[config.mk]
export PLATFORM = sky130hd
export DESIGN_NAME = inst_fetch_queue
export DESIGN_NICKNAME = d
export VERILOG_FILES = /design/src/rtl/inst_fetch_queue_pkg.sv /design/src/rtl/inst_fetch_queue_fetch_fifo.sv /design/src/rtl/inst_fetch_queue.sv
export SDC_FILE = /design/constraint.sdc
export NUM_CORES = 1
export LEC_CHECK = 0
export BUFFER_PORTS_ARGS = -buffer_cell sky130_fd_sc_hd__clkbuf_2
export CORE_ASPECT_RATIO = 2
export CORE_MARGIN = 2
export CORE_UTILIZATION = 57
export DETAILED_ROUTE_END_ITERATION = 10
export GPL_TIMING_DRIVEN = 0
export PLACE_DENSITY = 0.83
export SYNTH_ARGS = -nofsm -noshare
export SYNTH_HDL_FRONTEND = slang
export SYNTH_SLANG_ARGS = --single-unit
[constraint.sdc]
create_clock -name clk -period 4.4 [get_ports clk]
set_input_delay 0.88 -clock clk [delete_from_list [all_inputs] [get_ports clk]]
set_output_delay 0.88 -clock clk [all_outputs]
set_load 0.005 [all_outputs]
[src/rtl/inst_fetch_queue_pkg.sv]
// rtl/inst_fetch_queue_pkg.sv - shared widths, entry type and PC helpers for the fetch front end
// Contents:
//   WORD, INST_SIZE   address and instruction widths
//   FETCH_DEPTH       default prefetch FIFO depth
//   fetch_entry_t     one buffered fetch: {pc, inst}
//   align_pc()        clears the two low address bits of a redirect target
package inst_fetch_queue_pkg;

  localparam int WORD        = 64;
  localparam int INST_SIZE   = 32;
  localparam int FETCH_DEPTH = 4;

  typedef struct packed {
    logic [WORD-1:0]      pc;
    logic [INST_SIZE-1:0] inst;
  } fetch_entry_t;

  function automatic logic [WORD-1:0] align_pc(input logic [WORD-1:0] pc);
    return {pc[WORD-1:2], 2'b00};
  endfunction

endpackage

[src/rtl/inst_fetch_queue_fetch_fifo.sv]
// rtl/inst_fetch_queue_fetch_fifo.sv - parameterised synchronous FIFO with flush and simultaneous push/pop
// Ports:
//   clk, rst_n        clock, asynchronous active-low reset
//   flush             clears pointers and count next edge; overrides push/pop
//   push, push_data   write one entry at the tail (caller guarantees not full unless popping)
//   pop               consume the head entry (caller guarantees not empty)
//   head_data         entry at the read pointer
//   count, full, empty occupancy status
module fetch_fifo #(
  parameter int DEPTH = 4,
  parameter int WIDTH = 96
) (
  input  logic                     clk,
  input  logic                     rst_n,
  input  logic                     flush,
  input  logic                     push,
  input  logic [WIDTH-1:0]         push_data,
  input  logic                     pop,
  output logic [WIDTH-1:0]         head_data,
  output logic [$clog2(DEPTH):0]   count,
  output logic                     full,
  output logic                     empty
);

  localparam int PW = $clog2(DEPTH);
  localparam logic [PW-1:0] PTR_ONE  = PW'(1);
  localparam logic [PW:0]   CNT_ONE  = (PW+1)'(1);
  localparam logic [PW:0]   CNT_FULL = (PW+1)'(DEPTH);

  logic [WIDTH-1:0] mem_q [DEPTH];
  logic [WIDTH-1:0] mem_d [DEPTH];
  logic [PW-1:0]    rptr_q, rptr_d;
  logic [PW-1:0]    wptr_q, wptr_d;
  logic [PW:0]      count_q, count_d;

  always_comb begin
    mem_d   = mem_q;
    rptr_d  = rptr_q;
    wptr_d  = wptr_q;
    count_d = count_q;
    if (flush) begin
      rptr_d  = '0;
      wptr_d  = '0;
      count_d = '0;
    end else begin
      // DEPTH is a power of two, so pointer increments wrap naturally.
      if (push) begin
        mem_d[wptr_q] = push_data;
        wptr_d        = wptr_q + PTR_ONE;
      end
      if (pop) begin
        rptr_d = rptr_q + PTR_ONE;
      end
      case ({push, pop})
        2'b10:   count_d = count_q + CNT_ONE;
        2'b01:   count_d = count_q - CNT_ONE;
        default: count_d = count_q;
      endcase
    end
  end

  always_ff @(posedge clk or negedge rst_n) begin
    if (!rst_n) begin
      rptr_q  <= '0;
      wptr_q  <= '0;
      count_q <= '0;
    end else begin
      rptr_q  <= rptr_d;
      wptr_q  <= wptr_d;
      count_q <= count_d;
    end
  end

  // Storage needs no reset: nothing is visible until count says it was written.
  always_ff @(posedge clk) begin
    mem_q <= mem_d;
  end

  assign head_data = mem_q[rptr_q];
  assign count     = count_q;
  assign full      = (count_q == CNT_FULL);
  assign empty     = (count_q == '0);

endmodule

[src/rtl/inst_fetch_queue.sv]
// rtl/inst_fetch_queue.sv - instruction fetch front end with prefetch FIFO and redirect flush
// Ports:
//   clk, rst_n                 clock, asynchronous active-low reset
//   IAB                        fetch address to inst_mem (registered fetch_pc)
//   IDB                        instruction returned by inst_mem for IAB, same cycle
//   redirect_valid/pc          flush queue and restart fetch at aligned redirect_pc
//   out_valid/inst/pc, out_ready  head entry handshake to decode
//   occupancy                  current number of buffered entries
module inst_fetch_queue
  import inst_fetch_queue_pkg::*;
#(
  parameter logic [WORD-1:0] RESET_PC = '0,
  parameter int              DEPTH    = FETCH_DEPTH,
  parameter logic [WORD-1:0] PC_STEP  = 64'd4
) (
  input  logic                   clk,
  input  logic                   rst_n,
  output logic [WORD-1:0]        IAB,
  input  logic [INST_SIZE-1:0]   IDB,
  input  logic                   redirect_valid,
  input  logic [WORD-1:0]        redirect_pc,
  output logic                   out_valid,
  output logic [INST_SIZE-1:0]   out_inst,
  output logic [WORD-1:0]        out_pc,
  input  logic                   out_ready,
  output logic [$clog2(DEPTH):0] occupancy
);

  logic [WORD-1:0] fetch_pc_q, fetch_pc_d;
  fetch_entry_t    push_entry;
  fetch_entry_t    head_entry;
  logic            push, pop;
  logic            fifo_full, fifo_empty;

  assign IAB       = fetch_pc_q;
  assign out_valid = !fifo_empty;
  assign pop       = out_valid & out_ready;
  // A full queue can still take the fetch when the head leaves this cycle.
  assign push      = !redirect_valid & (!fifo_full | pop);

  assign push_entry.pc   = fetch_pc_q;
  assign push_entry.inst = IDB;

  always_comb begin
    fetch_pc_d = fetch_pc_q;
    if (redirect_valid) begin
      fetch_pc_d = align_pc(redirect_pc);
    end else if (push) begin
      fetch_pc_d = fetch_pc_q + PC_STEP;
    end
  end

  always_ff @(posedge clk or negedge rst_n) begin
    if (!rst_n) begin
      fetch_pc_q <= RESET_PC;
    end else begin
      fetch_pc_q <= fetch_pc_d;
    end
  end

  fetch_fifo #(
    .DEPTH (DEPTH),
    .WIDTH ($bits(fetch_entry_t))
  ) u_fetch_fifo (
    .clk       (clk),
    .rst_n     (rst_n),
    .flush     (redirect_valid),
    .push      (push),
    .push_data (push_entry),
    .pop       (pop),
    .head_data (head_entry),
    .count     (occupancy),
    .full      (fifo_full),
    .empty     (fifo_empty)
  );

  // Stale storage is hidden while empty so decode never sees leftover data.
  assign out_inst = fifo_empty ? '0 : head_entry.inst;
  assign out_pc   = fifo_empty ? '0 : head_entry.pc;

endmodule

Word-level counts from Yosys, hierarchy flattened:

Cells that the tools add are included.

* flip-flop bits (word level): 455
* latch bits: 0
* bits in writable memories: 0
* bits in read-only memories: 0
* output and inout port bits: 164
* memories: 0

* add/subtract/negate cells: 5
* multiply operators: 0
* div/mod/pow operators: 0
* magnitude comparators: 3
* equal/unequal tests: 3
* shifts and indexed selects: 0
* multiplexer cells: 16
* bitwise operators: 6
* reduce and logical (&&, ||, !) cells: 9

Operator list (count)
* 384-bit bitwise mux: 1
* 96-bit 2-to-1 mux: 3
* 96-bit binary-select mux with 2-bit select: 1
* 96-bit demux with 2-bit select: 1
* 64-bit 2-to-1 mux: 3
* 64-bit by 3-bit adder with 64-bit output, second input constant: 1
* 32-bit 2-to-1 mux: 1
* 2-bit 2-to-1 mux: 4
* 3-bit >= comparator, second input constant: 2
* 2-bit NOT with 3-bit output: 2
* 3-bit one-hot mux with 2 select lines: 1
* 2-bit by 1-bit adder with 2-bit output, second input constant: 2
* 2-bit nonzero test: 2
* 3-bit by 1-bit adder with 3-bit output, second input constant: 1
* 3-bit equality test, second input constant: 1
* 1-bit zero test: 3
* 3-bit zero test: 1
* 3-bit by 1-bit < comparator with 1-bit output, second input constant: 1
* 3-bit 2-to-1 mux: 1
* 3-bit nonzero test: 1
* 3-bit by 1-bit subtractor with 3-bit output, second input constant: 1
* 1-bit bitwise AND: 2
* 2-bit by 1-bit equality test with 1-bit output, second input constant: 1
* 2-bit equality test, second input constant: 1
* 4 further kinds: 4

Longest topological paths before layout:

* depth after elaboration: 8
* gate-level depth with buffers: 9
* depth with buffers taken out: 7

By module:

From an unflattened synthesis, not the netlist that was laid out.

* cell total of the unflattened synthesis: 1134
* area total of the unflattened synthesis: 18918.1 um^2

Modules (own cells, without submodules)
* fetch_fifo: instances 1, cells an instance 545, area each 14273.7 um^2, sequential area each 11706.2 um^2
* inst_fetch_queue: instances 1, cells an instance 589, area each 4644.5 um^2, sequential area each 1551.5 um^2

Least setup slack after synthesis:

OpenSTA, ideal clock, no wires.

* path kind: in2reg
* start point: input port redirect_valid
* end point: register u_fetch_fifo.mem_q[100] (netlist bit) (enable)
* arrival: 3.962 ns
* slack: -0.026 ns
* cell stages on the path: 5
* path buffers: 3
* cells stage by stage: clkbuf_1 > inv_1 > clkbuf_1 > clkbuf_1 > and3_1

* cells in the longest elaborated chain, start to end: 3

RTL lines
* start: declaration: line inst_fetch_queue.sv:20 `input logic redirect_valid,`
* 1-bit zero test: line inst_fetch_queue.sv:39 `assign push = !redirect_valid & (!fifo_full | pop);`
* 1-bit bitwise AND: line inst_fetch_queue.sv:39
* 2-bit AND reduction (no line) *
* end signal: assignment: line inst_fetch_queue_fetch_fifo.sv:76 `mem_q <= mem_d;`
* end: declaration: line inst_fetch_queue_fetch_fifo.sv:30 `logic [WIDTH-1:0] mem_q [DEPTH];`

Mark *: on every way between the ends. The rest lies on a longest branch, timed or not.
A chain may end at the register's enable or synchronous reset.

Worst setup path after layout:

* start point: register u_fetch_fifo.rptr_q[1]
* end point: output port out_pc[33]

* cells in the longest elaborated chain, start to end: 5

RTL lines
* start: declaration: line inst_fetch_queue_fetch_fifo.sv:32 `logic [PW-1:0] rptr_q, rptr_d;`
* start signal: assignment: line inst_fetch_queue_fetch_fifo.sv:68 `rptr_q <= rptr_d;`
* 2-bit NOT with 3-bit output (not written as such): line inst_fetch_queue_fetch_fifo.sv:79 `assign head_data = mem_q[rptr_q];`
* 96-bit binary-select mux with 2-bit select: line inst_fetch_queue_fetch_fifo.sv:79
* 96-bit 2-to-1 mux (not written as such) (2 in series): line inst_fetch_queue_fetch_fifo.sv:79
* 64-bit 2-to-1 mux: line inst_fetch_queue.sv:79 `assign out_pc = fifo_empty ? '0 : head_entry.pc;`
* end: declaration: line inst_fetch_queue.sv:24 `output logic [WORD-1:0] out_pc,`

Every way passes these cells. The select of a mux whose other input is x is not followed.

==> impl_metrics.csv <==
group,metric,value,unit
job,drv_cap,0,
synth,ys_seq_area_share,70.5,%
finish,seq_area,13000,um^2
synth,syn_inst,1089,
finish,drive_gt1_share,32.2,%
critical_path,critPathTopFamily,"buffers and inverters",
routing,drc,0,
place,globalplace.congestion,0.843,
cts,cts_buffers,37,
floorplan,io_pins,264,
synth,ys_types,54,
place,portBuffers,255,
finish,final_nets,1501,
synth,ys_ff_latch,445,
place,place_area,20500,um^2
grt,globalRouteOverflowTotal,0,
cts,cts_resized,0,
sta,timing.final.setup_violations,0,
finish,area_growth,17.6,%
floorplan,initial_core_util,57.5,%
critical_path,cp_num_buf_inv,4,
critical_path,worst-setup-path-type,"reg2out",
critical_path,crit_fanout,10,
cts,clock_path_buffers,3,
sta,fin_crit_sh,91.2,%
grt,grt_pass1_wl,66600,um
routing,wirelength,44100,um
floorplan,core,32100,um^2
floorplan,chipWidth,131,um
finish,design_area,21700,um^2
cts,root_buffer,"clkbuf_16",
synth,ys_warn_count,0,
floorplan,die-area,33900,um^2
critical_path,critical_path.most_common_cell,"clkbuf_1",
sta,fin_worst_skew,15.8,ps
sta,min_period,4010,ps
cts,clk_pin_slew,70,ps
power,peakVddDrop,0.401,mV
critical_path,end_kind,"primary output",
routing,vias_per_cell,5.98,
cts,clock_latency,540,ps
run_status,status,"finished, final reports clean",
finish,instances_no_fill,1852,
synth,synth_area,18500,um^2
cts,cts.sinks,445,
critical_path,critPathRequiredTime,3520,ps
sta,tightestPinTransition,920,ps
cts,tritoncts,"yes",
sta,hold_violations,0,
routing,wl_per_cell,23.8,um
routing,first_pass_iters,5,
routing,postRouteAntennaNets,0,
critical_path,crit_chain,"clkbuf_1, clkbuf_1, clkbuf_1, mux4_2, and2_1, clkbuf_2",
critical_path,max_stage_delay,710,ps
hold_path,hold_class,"in2async",
cts,ctsHoldBuffers,0,
power,power.density,506,nW/um^2
grt,grt_pass1_vias,11500,
sta,hold_ws,232,ps
floorplan,die_y,259,um
grt,grt_use_total,26.0,%
power,power,11.0,mW
critical_path,critPathArrivalTime,3130,ps
place,dp.cells,1783,
sta,clock.fmax,0.249,GHz
critical_path,crit_slowest_cell,"clkbuf_1",
sta,drv_slew,0,
grt,grt_max_degree,55,
cts,cts_setup_buffers,0,
place,hpwl,30300,um
finish,multi_input_area,5170,um^2
cts,h-tree-depth,2,
sta,slew_headroom,38.7,%
floorplan,rows,93,
routing,num_vias,11100,
power,p_leak,7.69,nW
critical_path,startpoint_type,"register",
sta,grt_setup_unrepaired,"false",
routing,drt_iter0_markers,906,
synth,synth.avg_cell_area,17.0,um^2
sta,tns,0,ps
finish,fillers,2211,
grt,antenna_found_initial,1,
-- cells in the mapped netlist, drive strengths merged --
library cell | instances | area [um^2]
nor3 | 13 | 81.3
o211ai | 1 | 7.51
and4 | 10 | 87.6
nand3 | 29 | 168
nand4 | 26 | 190
nand3b | 2 | 15.0
fa | 1 | 20.0
a211o | 3 | 26.3
and2 | 98 | 613
nor4b | 2 | 23.8
inv | 8 | 30.0
mux4 | 94 | 2120
edfxtp | 376 | 11300
nand2 | 71 | 267
a22oi | 2 | 15.0
and3 | 14 | 87.6
nor2 | 30 | 113
o31ai | 8 | 60.1
ha | 5 | 62.6
nor4 | 14 | 164
buf | 22 | 128
dfrtp | 69 | 1730
o31a | 1 | 8.76
o21a | 1 | 7.51
o21ai | 49 | 245
nand2b | 3 | 18.8
xor2 | 24 | 210
mux2i | 2 | 20.0
clkbuf | 40 | 150
xnor2 | 18 | 158
mux2 | 1 | 11.3
or4 | 11 | 86.3
or4b | 1 | 10.0
conb | 1 | 3.75
a22o | 1 | 8.76
nor2b | 4 | 25.0
a21oi | 5 | 25.0
or3 | 10 | 62.6
a31oi | 16 | 100
or2 | 3 | 18.8
-- through the flow --
step / setup slack [ps] / utilization, %
6_report: 385 / 67.6
4_1_cts: 311 / 67.6
3_3_place_gp: -1850 / 63.2
5_1_grt: 242 / 67.6
2_1_floorplan: 181 / -
3_5_place_dp: 717 / 64.0
-- final timing paths --
kind	from	end	slack (ps)	cells past startpoint
worst max-delay path	u_fetch_fifo.rptr_q[1]	out_pc[33]	390	6
worst min-delay path	rst_n	IAB[41]	230	1
worst max register to register	u_fetch_fifo.count[0]	u_fetch_fifo.count[1]	1320	8
worst min register to register	u_fetch_fifo.wptr_q[1]	u_fetch_fifo.wptr_q[1]	580	2
max in group asynchronous	rst_n	IAB[8]	3600	2
min in group clk	redirect_pc[44]	IAB[44]	550	3
-- state kept, by name, summed over array words and instances, names as in the netlist --
| register | cells |
|---|---|
| u_fetch_fifo.count | 3 |
| IAB | 62 |
| u_fetch_fifo.wptr_q | 2 |
| u_fetch_fifo.rptr_q | 2 |
| u_fetch_fifo.mem_q | 376 |
-- logic make-up after synthesis --
group                    share of synthesized area [%]
AO/OA/AOI/OAI                                     2.73
adder cells (fa/ha/maj)                          0.447
AND/OR/NAND/NOR                                   11.0
multiplexers                                      11.6
flip-flops                                        70.5
XOR/XNOR                                          1.99
buffers and inverters                             1.67
other                                           0.0203
-- power breakdown --
part	internal (mW)	switching [mW]
combinational	1.23	1.32
sequential	4.98	0.243
clock	1.75	1.46
-- placed cells by master (no fill, tap or decap), types with 10 or more instances in the layout --
master,netlist,layout
xnor2_1,18,18
and2_1,98,98
and3_1,14,10
a31oi_1,16,16
or3_1,10,10
mux4_2,94,94
and4_1,10,10
clkbuf_2,0,254
buf_2,12,12
clkbuf_1,40,46
dfrtp_1,69,69
xor2_1,24,24
or4_1,10,10
nor3_1,11,11
nand4_1,23,23
nand2_1,71,71
nor2_1,30,30
clkbuf_16,0,39
edfxtp_1,376,376
nand3_1,26,26
o21ai_0,40,40
-- per-layer routing --
metal | track usage, % | wire (um) | up-vias
met5 | 0 | 0 | -
met4 | 13.0 | 2150 | 0
met3 | 3.79 | 2420 | 105
met2 | 48.1 | 24300 | 465
met1 | 29.5 | 15300 | 5653
li1 | - | - | 4854
-- final cells by class --
cell class,count,share of cell area [%]
Multi-Input combinational cell,577,23.8
Clock inverter,18,0.565
Clock buffer,50,4.83
Antenna cell,1,0.0115
Tap cell,427,2.46
Inverter,8,0.138
Sequential cell,445,59.9
Buffer,62,1.28
Timing Repair Buffer,264,6.99
Note: power is estimated with default switching activity, not from simulation.
